### config.mk
export PLATFORM = sky130hd
export DESIGN_NAME = buzzer_sched
export DESIGN_NICKNAME = d
export VERILOG_FILES = /design/src/rtl/buzzer_sched.sv
export SDC_FILE = /design/constraint.sdc
export NUM_CORES = 1
export LEC_CHECK = 0
export CAP_MARGIN = 20
export CORE_MARGIN = 2
export CORE_UTILIZATION = 50
export CTS_CLUSTER_SIZE = 14
export DETAILED_ROUTE_END_ITERATION = 8
export MAX_ROUTING_LAYER = met4
export PLACE_DENSITY_LB_ADDON = 0.2
export SLEW_MARGIN = 20
export SYNTH_ARGS = -nofsm -noshare
export SYNTH_HDL_FRONTEND = slang
export SYNTH_SLANG_ARGS = --single-unit
### constraint.sdc
create_clock -name clk -period 3.65 [get_ports clk]
set_input_delay 0.5475 -clock clk [delete_from_list [all_inputs] [get_ports clk]]
set_output_delay 0.5475 -clock clk [all_outputs]
set_load 0.1 [all_outputs]
### src/rtl/buzzer_sched.sv
// Single-piezo tone scheduler for the keypad lock.
// Fixed priority alarm > fail > ok > key, with preemption and pending replay.
module buzzer_sched #(
  parameter int unsigned KEY_HALF  = 50000,
  parameter int unsigned KEY_LEN   = 10000000,
  parameter int unsigned OK_HALF   = 25000,
  parameter int unsigned OK_LEN    = 30000000,
  parameter int unsigned FAIL_HALF = 100000,
  parameter int unsigned FAIL_SEG  = 5000000,
  parameter int unsigned ALM_HALF  = 12500,
  parameter int unsigned ALM_SEG   = 25000000
) (
  input  logic       clk,
  input  logic       RST,
  input  logic       req_key,
  input  logic       req_ok,
  input  logic       req_fail,
  input  logic       alarm_en,
  input  logic       mute,
  output logic       buzzer,
  output logic       busy,
  output logic [1:0] tone_id,
  output logic       done
);

  localparam logic IDLE = 1'b0;
  localparam logic PLAY = 1'b1;

  localparam logic [1:0] T_KEY  = 2'd0;
  localparam logic [1:0] T_OK   = 2'd1;
  localparam logic [1:0] T_FAIL = 2'd2;
  localparam logic [1:0] T_ALM  = 2'd3;

  localparam logic [31:0] KEY_H = 32'(KEY_HALF - 1);
  localparam logic [31:0] OK_H  = 32'(OK_HALF - 1);
  localparam logic [31:0] FL_H  = 32'(FAIL_HALF - 1);
  localparam logic [31:0] AL_H  = 32'(ALM_HALF - 1);
  localparam logic [31:0] KEY_E = 32'(KEY_LEN - 1);
  localparam logic [31:0] OK_E  = 32'(OK_LEN - 1);
  localparam logic [31:0] FL_E  = 32'(3 * FAIL_SEG - 1);
  localparam logic [31:0] AL_E  = 32'(2 * ALM_SEG - 1);
  localparam logic [31:0] FL_S1 = 32'(FAIL_SEG);
  localparam logic [31:0] FL_S2 = 32'(2 * FAIL_SEG);
  localparam logic [31:0] AL_S1 = 32'(ALM_SEG);

  logic        state;
  logic [1:0]  tone;
  logic [31:0] dur_cnt;
  logic [31:0] half_cnt;
  logic        tbit;
  logic        ok_pend;
  logic        fail_pend;

  logic        sel_any;
  logic [1:0]  sel_id;
  logic        preempt;
  logic        start;
  logic [31:0] half_lim;
  logic [31:0] end_cnt;
  logic        gate;
  logic        fin;
  logic        alm_stop;

  // Highest-priority request present this cycle (pending flags included).
  always_comb begin
    sel_any = alarm_en | req_fail | fail_pend
            | req_ok | ok_pend | req_key;
    sel_id = T_KEY;
    if (alarm_en)
      sel_id = T_ALM;
    else if (req_fail | fail_pend)
      sel_id = T_FAIL;
    else if (req_ok | ok_pend)
      sel_id = T_OK;
  end

  // Per-tone half period, terminal count and on/off gating.
  always_comb begin
    half_lim = KEY_H;
    end_cnt  = KEY_E;
    gate     = 1'b1;
    unique case (tone)
      T_KEY: begin
        half_lim = KEY_H;
        end_cnt  = KEY_E;
      end
      T_OK: begin
        half_lim = OK_H;
        end_cnt  = OK_E;
      end
      T_FAIL: begin
        half_lim = FL_H;
        end_cnt  = FL_E;
        gate     = ~((dur_cnt >= FL_S1) && (dur_cnt < FL_S2));
      end
      T_ALM: begin
        half_lim = AL_H;
        end_cnt  = AL_E;
        gate     = dur_cnt < AL_S1;
      end
    endcase
  end

  assign preempt  = (state == PLAY) & sel_any & (sel_id > tone);
  assign start    = ((state == IDLE) & sel_any) | preempt;
  assign fin      = (state == PLAY) & (tone != T_ALM)
                  & (dur_cnt == end_cnt);
  assign alm_stop = (state == PLAY) & (tone == T_ALM) & ~alarm_en;

  assign busy    = state;
  assign tone_id = tone;
  assign done    = fin & ~preempt;
  assign buzzer  = state & tbit & gate & ~mute;

  // Tone sequencing: start/preempt, natural end, alarm stop, count.
  always_ff @(posedge clk or posedge RST) begin
    if (RST) begin
      state    <= IDLE;
      tone     <= T_KEY;
      dur_cnt  <= '0;
      half_cnt <= '0;
      tbit     <= 1'b0;
    end else if (start) begin
      state    <= PLAY;
      tone     <= sel_id;
      dur_cnt  <= '0;
      half_cnt <= '0;
      tbit     <= 1'b1;
    end else if (fin | alm_stop) begin
      state    <= IDLE;
      dur_cnt  <= '0;
      half_cnt <= '0;
      tbit     <= 1'b0;
    end else if (state == PLAY) begin
      if (half_cnt == half_lim) begin
        half_cnt <= '0;
        tbit     <= ~tbit;
      end else begin
        half_cnt <= half_cnt + 32'd1;
      end
      if (tone == T_ALM && dur_cnt == end_cnt)
        dur_cnt <= '0;
      else
        dur_cnt <= dur_cnt + 32'd1;
    end
  end

  // Ok/fail requests not started now are remembered for later.
  always_ff @(posedge clk or posedge RST) begin
    if (RST) begin
      ok_pend   <= 1'b0;
      fail_pend <= 1'b0;
    end else begin
      ok_pend   <= (ok_pend | req_ok)
                 & ~(start & (sel_id == T_OK));
      fail_pend <= (fail_pend | req_fail)
                 & ~(start & (sel_id == T_FAIL));
    end
  end

endmodule

; Yosys cells after proc, flatten, opt, wreduce, memory -nomap -nowiden
; Cells that the tools add are included.
[classes]
addsub = 2
eq_ne = 8
n_mux = 20
bitwise_logic = 32
n_reduce_logical = 7
n_lt_le_gt_ge = 4
[ops]
columns = op, n
row1 = $mux W32, 8
row2 = $pmux W32 S4, 2
row3 = $add A32 B1 Y32 const B, 2
row4 = $eq A32 B32 Y1, 2
row5 = $ge A32 B23 Y1 const B, 1
row6 = $lt A32 B24 Y1 const B, 1
row7 = $lt A32 B25 Y1 const B, 1
row8 = $and A1 B1 Y1, 15
row9 = $or A1 B1 Y1, 9
row10 = $not A1 Y1, 8
row11 = $mux W1, 7
row12 = $eq A2 B2 Y1 const B, 3
row13 = $reduce_bool A3 Y1, 2
row14 = $eq A2 B1 Y1 const B, 2
row15 = $mux W2, 2
row16 = $gt A2 B2 Y1, 1
row17 = $logic_and A1 B1 Y1, 2
row18 = $logic_not A2 Y1, 1
row19 = $ne A2 B2 Y1 const B, 1
row20 = $pmux W1 S2, 1
row21 = $reduce_and A2 Y1, 1
row22 = $reduce_bool A2 Y1, 1
[word_totals]
register_bits = 70
input_bits = 7

; Logic depth before layout (Yosys ltp)
[depth]
word_depth = 11
mapped_depth = 11

; Least setup slack after synthesis
; OpenSTA, ideal clock, no wires.
[synth_path]
kind = register to output
startpoint = register tone[0], in the netlist tone_id[0]
endpoint = output port buzzer
arrival_ns = 3.625
stages_incl_launch_ff = 4
path_slack_ns = -0.522
n_path_buf = 0
path_cell_list = dfrtp_1 ha_1 nand3_1 o21ai_0
[synth_via]
elab_chain_len = 4
[synth_rtl]
columns = item, line
row1 = "start, declared", 47  ; logic [1:0] tone;
row2 = "start signal, assigned", 125  ; tone <= sel_id;
row3 = $eq A2 B2 Y1, 82  ; unique case (tone)
row4 = $pmux W1 S2 (*), 82
row5 = $and A1 B1 Y1 (*) (2 in series), 113  ; assign buzzer = state & tbit & gate & ~mute;
row6 = "end, declared", 20  ; output logic buzzer,
; Mark *: on every way between the ends. The rest lies on a longest branch, timed or not.

; Final worst setup path
[layout_path]
startpoint = register tone[0], in the netlist tone_id[0]
endpoint = output port done
[layout_via]
elab_chain_len = 5
[layout_rtl]
columns = item, line
row1 = $eq A2 B2 Y1 (tied with other cells), 82
row2 = $pmux W32 S4, 82
row3 = $eq A32 B32 Y1, 107  ; & (dur_cnt == end_cnt);
row4 = $and A1 B1 Y1, 107
row5 = $and A1 B1 Y1 (*), 112  ; assign done = fin & ~preempt;
row6 = "end, declared", 23  ; output logic done
; Mark *: on every way between the ends. The rest lies on a longest branch, timed or not. The select of a mux whose other input is x is not followed.

==> impl_table.tex <==
\begin{tabular}{lr}
\hline
Metric & Value \\
\hline
\multicolumn{2}{l}{\textbf{Placed design}} \\
Post-detailed-placement cell area & 0.005238 sq mm \\
Estimated wirelength of the detail-placed design & 8.917 mm \\
Routability congestion estimate from global placement & approximately 0.85 \\
Number of I/O port buffers & 11 \\
\multicolumn{2}{l}{\textbf{Outcome}} \\
Result of the run & finished, final reports clean \\
\multicolumn{2}{l}{\textbf{Layout}} \\
Fillers & 920 \\
Ratio of cells with drive above 1 in the final layout & 12.19\% \\
Post-route cell area & about 0.0054 sq mm \\
Final-stage net count & 610 \\
Ant diodes & 0 \\
Layout-stage area growth over the synthesis result & 5.924\% \\
\multicolumn{2}{l}{\textbf{Flow run}} \\
Maximum capacitance violations & 0 \\
\multicolumn{2}{l}{\textbf{Global route}} \\
Vias in the first global route & around 4,600 \\
Final global-route overflow total & 0 \\
Initial antenna violation count & 0 \\
Total routing usage reported by global routing & about a quarter \\
First-pass GRT wire length & $\sim$23 mm \\
Pin count of the biggest net entering global routing & slightly above 70 \\
\multicolumn{2}{l}{\textbf{Synth}} \\
Simple-gate share of the synthesized area & 33.28\% \\
Leading post-synthesis cells by cell area & sky130\_fd\_sc\_hd\_\_dfrtp\_1 34\%, sky130\_fd\_sc\_hd\_\_nand2\_1 5.9\%, sky130\_fd\_sc\_hd\_\_nand4\_1 4.9\% \\
Mux cell area share after synthesis & less than 1\% \\
Count of flip-flops with a built-in enable after synthesis & 0 \\
Synthesized netlist cell count & 613 \\
Fraction of the yosys area taken by sequential cells & 34.13\% \\
Compound-cell area share of the yosys netlist & 20.97\% \\
Synthesized netlist net count & 629 \\
Average size of a mapped cell & 8.373 sq um \\
Xor-xnor portion of the synthesized cell area & 1.365\% \\
Main combinational cell family by area after synthesis & simple AND/OR/NAND/NOR gates \\
Summed instance area of the synthesized netlist & 0.005132 sq mm \\
Synth warn & 0 \\
Synth area leader & sky130\_fd\_sc\_hd\_\_dfrtp\_1 \\
Unique cell type count in the Yosys netlist & 76 \\
Top cell type's share of synthesized area & 34.13\% \\
Post-synth top flop & sky130\_fd\_sc\_hd\_\_dfrtp\_1 \\
Number of register bits inferred by synthesis & 70 \\
Fraction of registers with async set/reset & 100.0\% \\
Share of synthesized cell area in full adder, half adder and majority cells & under 10\% \\
\multicolumn{2}{l}{\textbf{STA}} \\
Number of max-slew violations in the final report & 0 \\
Count of endpoints failing hold in the final timing report & 0 \\
RSZ-0062 raised after global routing & no \\
Max Clock Skew & 11.35 ps \\
Highest achievable clock rate & 280.7 MHz \\
Number of failing setup endpoints in the final timing report & 0 \\
Remaining max-slew budget at the tightest pin & between 30\% and 40\% \\
Post-Route Setup TNS & 0 ps \\
Final worst-path cycle share & between 90 and 100\% \\
Measured slew at the worst slew-check pin & between 900 and 1000 ps \\
Shortest clock period the worst path allows after layout & 3563 ps \\
\multicolumn{2}{l}{\textbf{Clocking}} \\
Clock Tree Root & sky130\_fd\_sc\_hd\_\_clkbuf\_8 \\
Number of sinks on the clock net & 70 \\
Deepest level of the CTS H-tree & 3 \\
Worst-Skew Late Latency & between 300 and 400 ps \\
TritonCTS buffer count & 9 \\
Clk pin slew, worst setup/hold paths & about 80 ps \\
TritonCTS clock tree & built \\
Number of hold buffers added after cts & 0 \\
Setup repair bufs after CTS & 0 \\
Buffers from clock root to sink, at most & 2 \\
Count of cells resized by post-cts repair & 0 \\
\multicolumn{2}{l}{\textbf{Setup path}} \\
Endpoint kind of the worst setup timing path & output pin \\
Startpoint type of the worst setup path & flop \\
Arrival time worst endpoint & 3020 ps \\
Required time of the critical path & 3100 ps \\
Critical setup path kind & flop to output pin \\
Top fanout value on the critical path & 9 \\
\multicolumn{2}{l}{\textbf{Power}} \\
Pwr Density & $\sim$540 mW/mm\^{}2 \\
Worst ir drop on vdd & roughly 0.41 mV \\
Power share of the clock group & about 22\% \\
Part of the total power dissipated in combinational logic & 46.8\% \\
Power Internal & 1.541 mW \\
Sequential power share & 31.0\% \\
Leakage component of the power & 2.060 nW \\
Net Sw Power & 1.373 mW \\
Switching share of power & 47.12\% \\
\multicolumn{2}{l}{\textbf{Floorplanning}} \\
Effective utilization at floorplan & 52.03\% \\
Row count & 36 \\
Die span in y & 105.3 um \\
Horizontal die dimension & 105.3 um \\
Boundary Pins & 12 \\
Area of the die & 0.01109 sq mm \\
Area of the core & 0.009864 sq mm \\
\multicolumn{2}{l}{\textbf{Drt}} \\
Wire length per cell after detailed routing & 18.45 um \\
Via Count & 4,877 \\
Number of DRC violations after detailed routing & 0 \\
Post-route ant nets & 0 \\
Vias per std cell & 6.663 \\
Number of DRC violations after detailed-routing iteration 0 & 312 \\
First drt pass iteration count & 6 \\
Total routed wirelength & 13.50 mm \\
\multicolumn{2}{l}{\textbf{Worst hold path}} \\
Hold/Removal Path Class & flop to flop \\
\hline
\end{tabular}
==> final timing paths <==
check	depth (start not counted)	end	startpoint	slack, ps
hold reg to reg	1	half_cnt[24]	half_cnt[24]	550
hold / removal	1	half_cnt[24]	half_cnt[24]	550
setup reg to reg	8	half_cnt[4]	tone_id[0]	310
setup / recovery	7	done	tone_id[0]	90
min in group asynchronous	3	dur_cnt[2]	RST	780
max in group asynchronous	3	tone_id[1]	RST	2220
==> critical path, stage by stage, from the launching register on <==
cell and delay (ps):
sky130_fd_sc_hd__dfrtp_2 500, sky130_fd_sc_hd__inv_1 100, sky130_fd_sc_hd__ha_1 380, sky130_fd_sc_hd__or3b_2 490
sky130_fd_sc_hd__a2111o_1 450, sky130_fd_sc_hd__a211oi_1 270, sky130_fd_sc_hd__and4_2 290, sky130_fd_sc_hd__buf_12 180
==> power groups by stage <==
stage | registers (mW) | clock network [mW] | logic [mW]
floorplan | 0.985 | 0 | 0.847
global placement | 0.913 | 0 | 1.33
detailed placement | 0.917 | 0 | 1.35
CTS | 0.902 | 0.653 | 1.35
global route | 0.911 | 0.695 | 1.46
finish | 0.903 | 0.647 | 1.36
==> sequential cells by signal, summed over array words and instances (netlist names) <==
name and count:
half_cnt 32, tone_id 2, tbit 1, busy 1, ok_pend 1, fail_pend 1, dur_cnt 32
==> area by class of cell <==
| class | count | area [sq um] | share of cell area [%] |
|---|---|---|---|
| clock inverter | 6 | 61.31 | 1.128 |
| inverter | 15 | 56.30 | 1.036 |
| sequential | 70 | 1754 | 32.27 |
| tap | 133 | 166.4 | 3.061 |
| multi-input combinational | 471 | 2998 | 55.14 |
| clock buffer | 10 | 137.6 | 2.532 |
| timing repair buffer | 27 | 262.8 | 4.833 |
==> placed cells by master (no fill, tap or decap), types with 12 or more instances in the layout <==
cell	instances
sky130_fd_sc_hd__o21ai_0	23
sky130_fd_sc_hd__inv_1	14
sky130_fd_sc_hd__o31ai_1	17
sky130_fd_sc_hd__a41oi_1	12
sky130_fd_sc_hd__nand3_1	33
sky130_fd_sc_hd__buf_4	15
sky130_fd_sc_hd__nor2_1	33
sky130_fd_sc_hd__nor4_1	16
sky130_fd_sc_hd__dfrtp_1	68
sky130_fd_sc_hd__nand4_1	40
sky130_fd_sc_hd__nand2_1	81
sky130_fd_sc_hd__a21oi_1	13
sky130_fd_sc_hd__and3_1	19
sky130_fd_sc_hd__o211ai_1	20
sky130_fd_sc_hd__nor3_1	16
==> Yosys cell counts, types with 3 or more instances <==
library cell               instances
sky130_fd_sc_hd__nand2_1          81
sky130_fd_sc_hd__dfrtp_1          70
sky130_fd_sc_hd__nand4_1          40
sky130_fd_sc_hd__nand3_1          33
sky130_fd_sc_hd__nor2_1           33
sky130_fd_sc_hd__o21ai_0          24
sky130_fd_sc_hd__clkbuf_1         21
sky130_fd_sc_hd__o211ai_1         20
sky130_fd_sc_hd__and3_1           19
sky130_fd_sc_hd__nor4_1           17
sky130_fd_sc_hd__o31ai_1          17
sky130_fd_sc_hd__buf_2            16
sky130_fd_sc_hd__nor3_1           16
sky130_fd_sc_hd__inv_1            15
sky130_fd_sc_hd__a21oi_1          13
sky130_fd_sc_hd__a41oi_1          12
sky130_fd_sc_hd__buf_6            11
sky130_fd_sc_hd__ha_1              9
sky130_fd_sc_hd__or2_2             9
sky130_fd_sc_hd__o21a_1            8
sky130_fd_sc_hd__or3_1             8
sky130_fd_sc_hd__a32oi_1           7
sky130_fd_sc_hd__a22oi_1           6
sky130_fd_sc_hd__o311ai_0          5
sky130_fd_sc_hd__xnor2_1           5
sky130_fd_sc_hd__a31oi_1           4
sky130_fd_sc_hd__and2_1            4
sky130_fd_sc_hd__and3_2            4
sky130_fd_sc_hd__and4_1            4
sky130_fd_sc_hd__nor2b_1           4
sky130_fd_sc_hd__o22ai_1           4
sky130_fd_sc_hd__buf_4             3
sky130_fd_sc_hd__clkbuf_2          3
sky130_fd_sc_hd__nor3b_1           3
sky130_fd_sc_hd__nor4b_1           3
sky130_fd_sc_hd__o41ai_1           3
sky130_fd_sc_hd__or4_1             3
sky130_fd_sc_hd__or4_4             3
sky130_fd_sc_hd__xor2_1            3
==> metrics by stage <==
stage	util (%)	hold slack (ps)	std cells	setup slack [ps]	total power [mW]
after CTS	55.11	548.6	732	84.07	2.905
after global placement	53.09	531.6	716	353.5	2.245
final	55.11	550.9	732	87.00	2.914
after global routing	55.11	599.8	732	45.59	3.067
after detailed placement	53.09	535.0	716	157.6	2.263
after floorplan	-	479.5	613	115.4	1.832
==> layer usage <==
| metal | part of all wire, % | track usage, % |
|---|---|---|
| met1 | 44 | 33.88 |
| met2 | 48 | 41.29 |
| met3 | 6.6 | 4.205 |
| met4 | 1.1 | 6.762 |
| met5 | 0 | - |
==> kinds of logic after synthesis <==
kind of cell / Yosys count
buffers and inverters: 72
AND/OR/NAND/NOR: 307
XOR/XNOR: 8
multiplexers: 1
adder cells (fa/ha/maj): 9
flip-flops: 70
AO/OA/AOI/OAI: 146
Power figures use the tool's default switching activity.
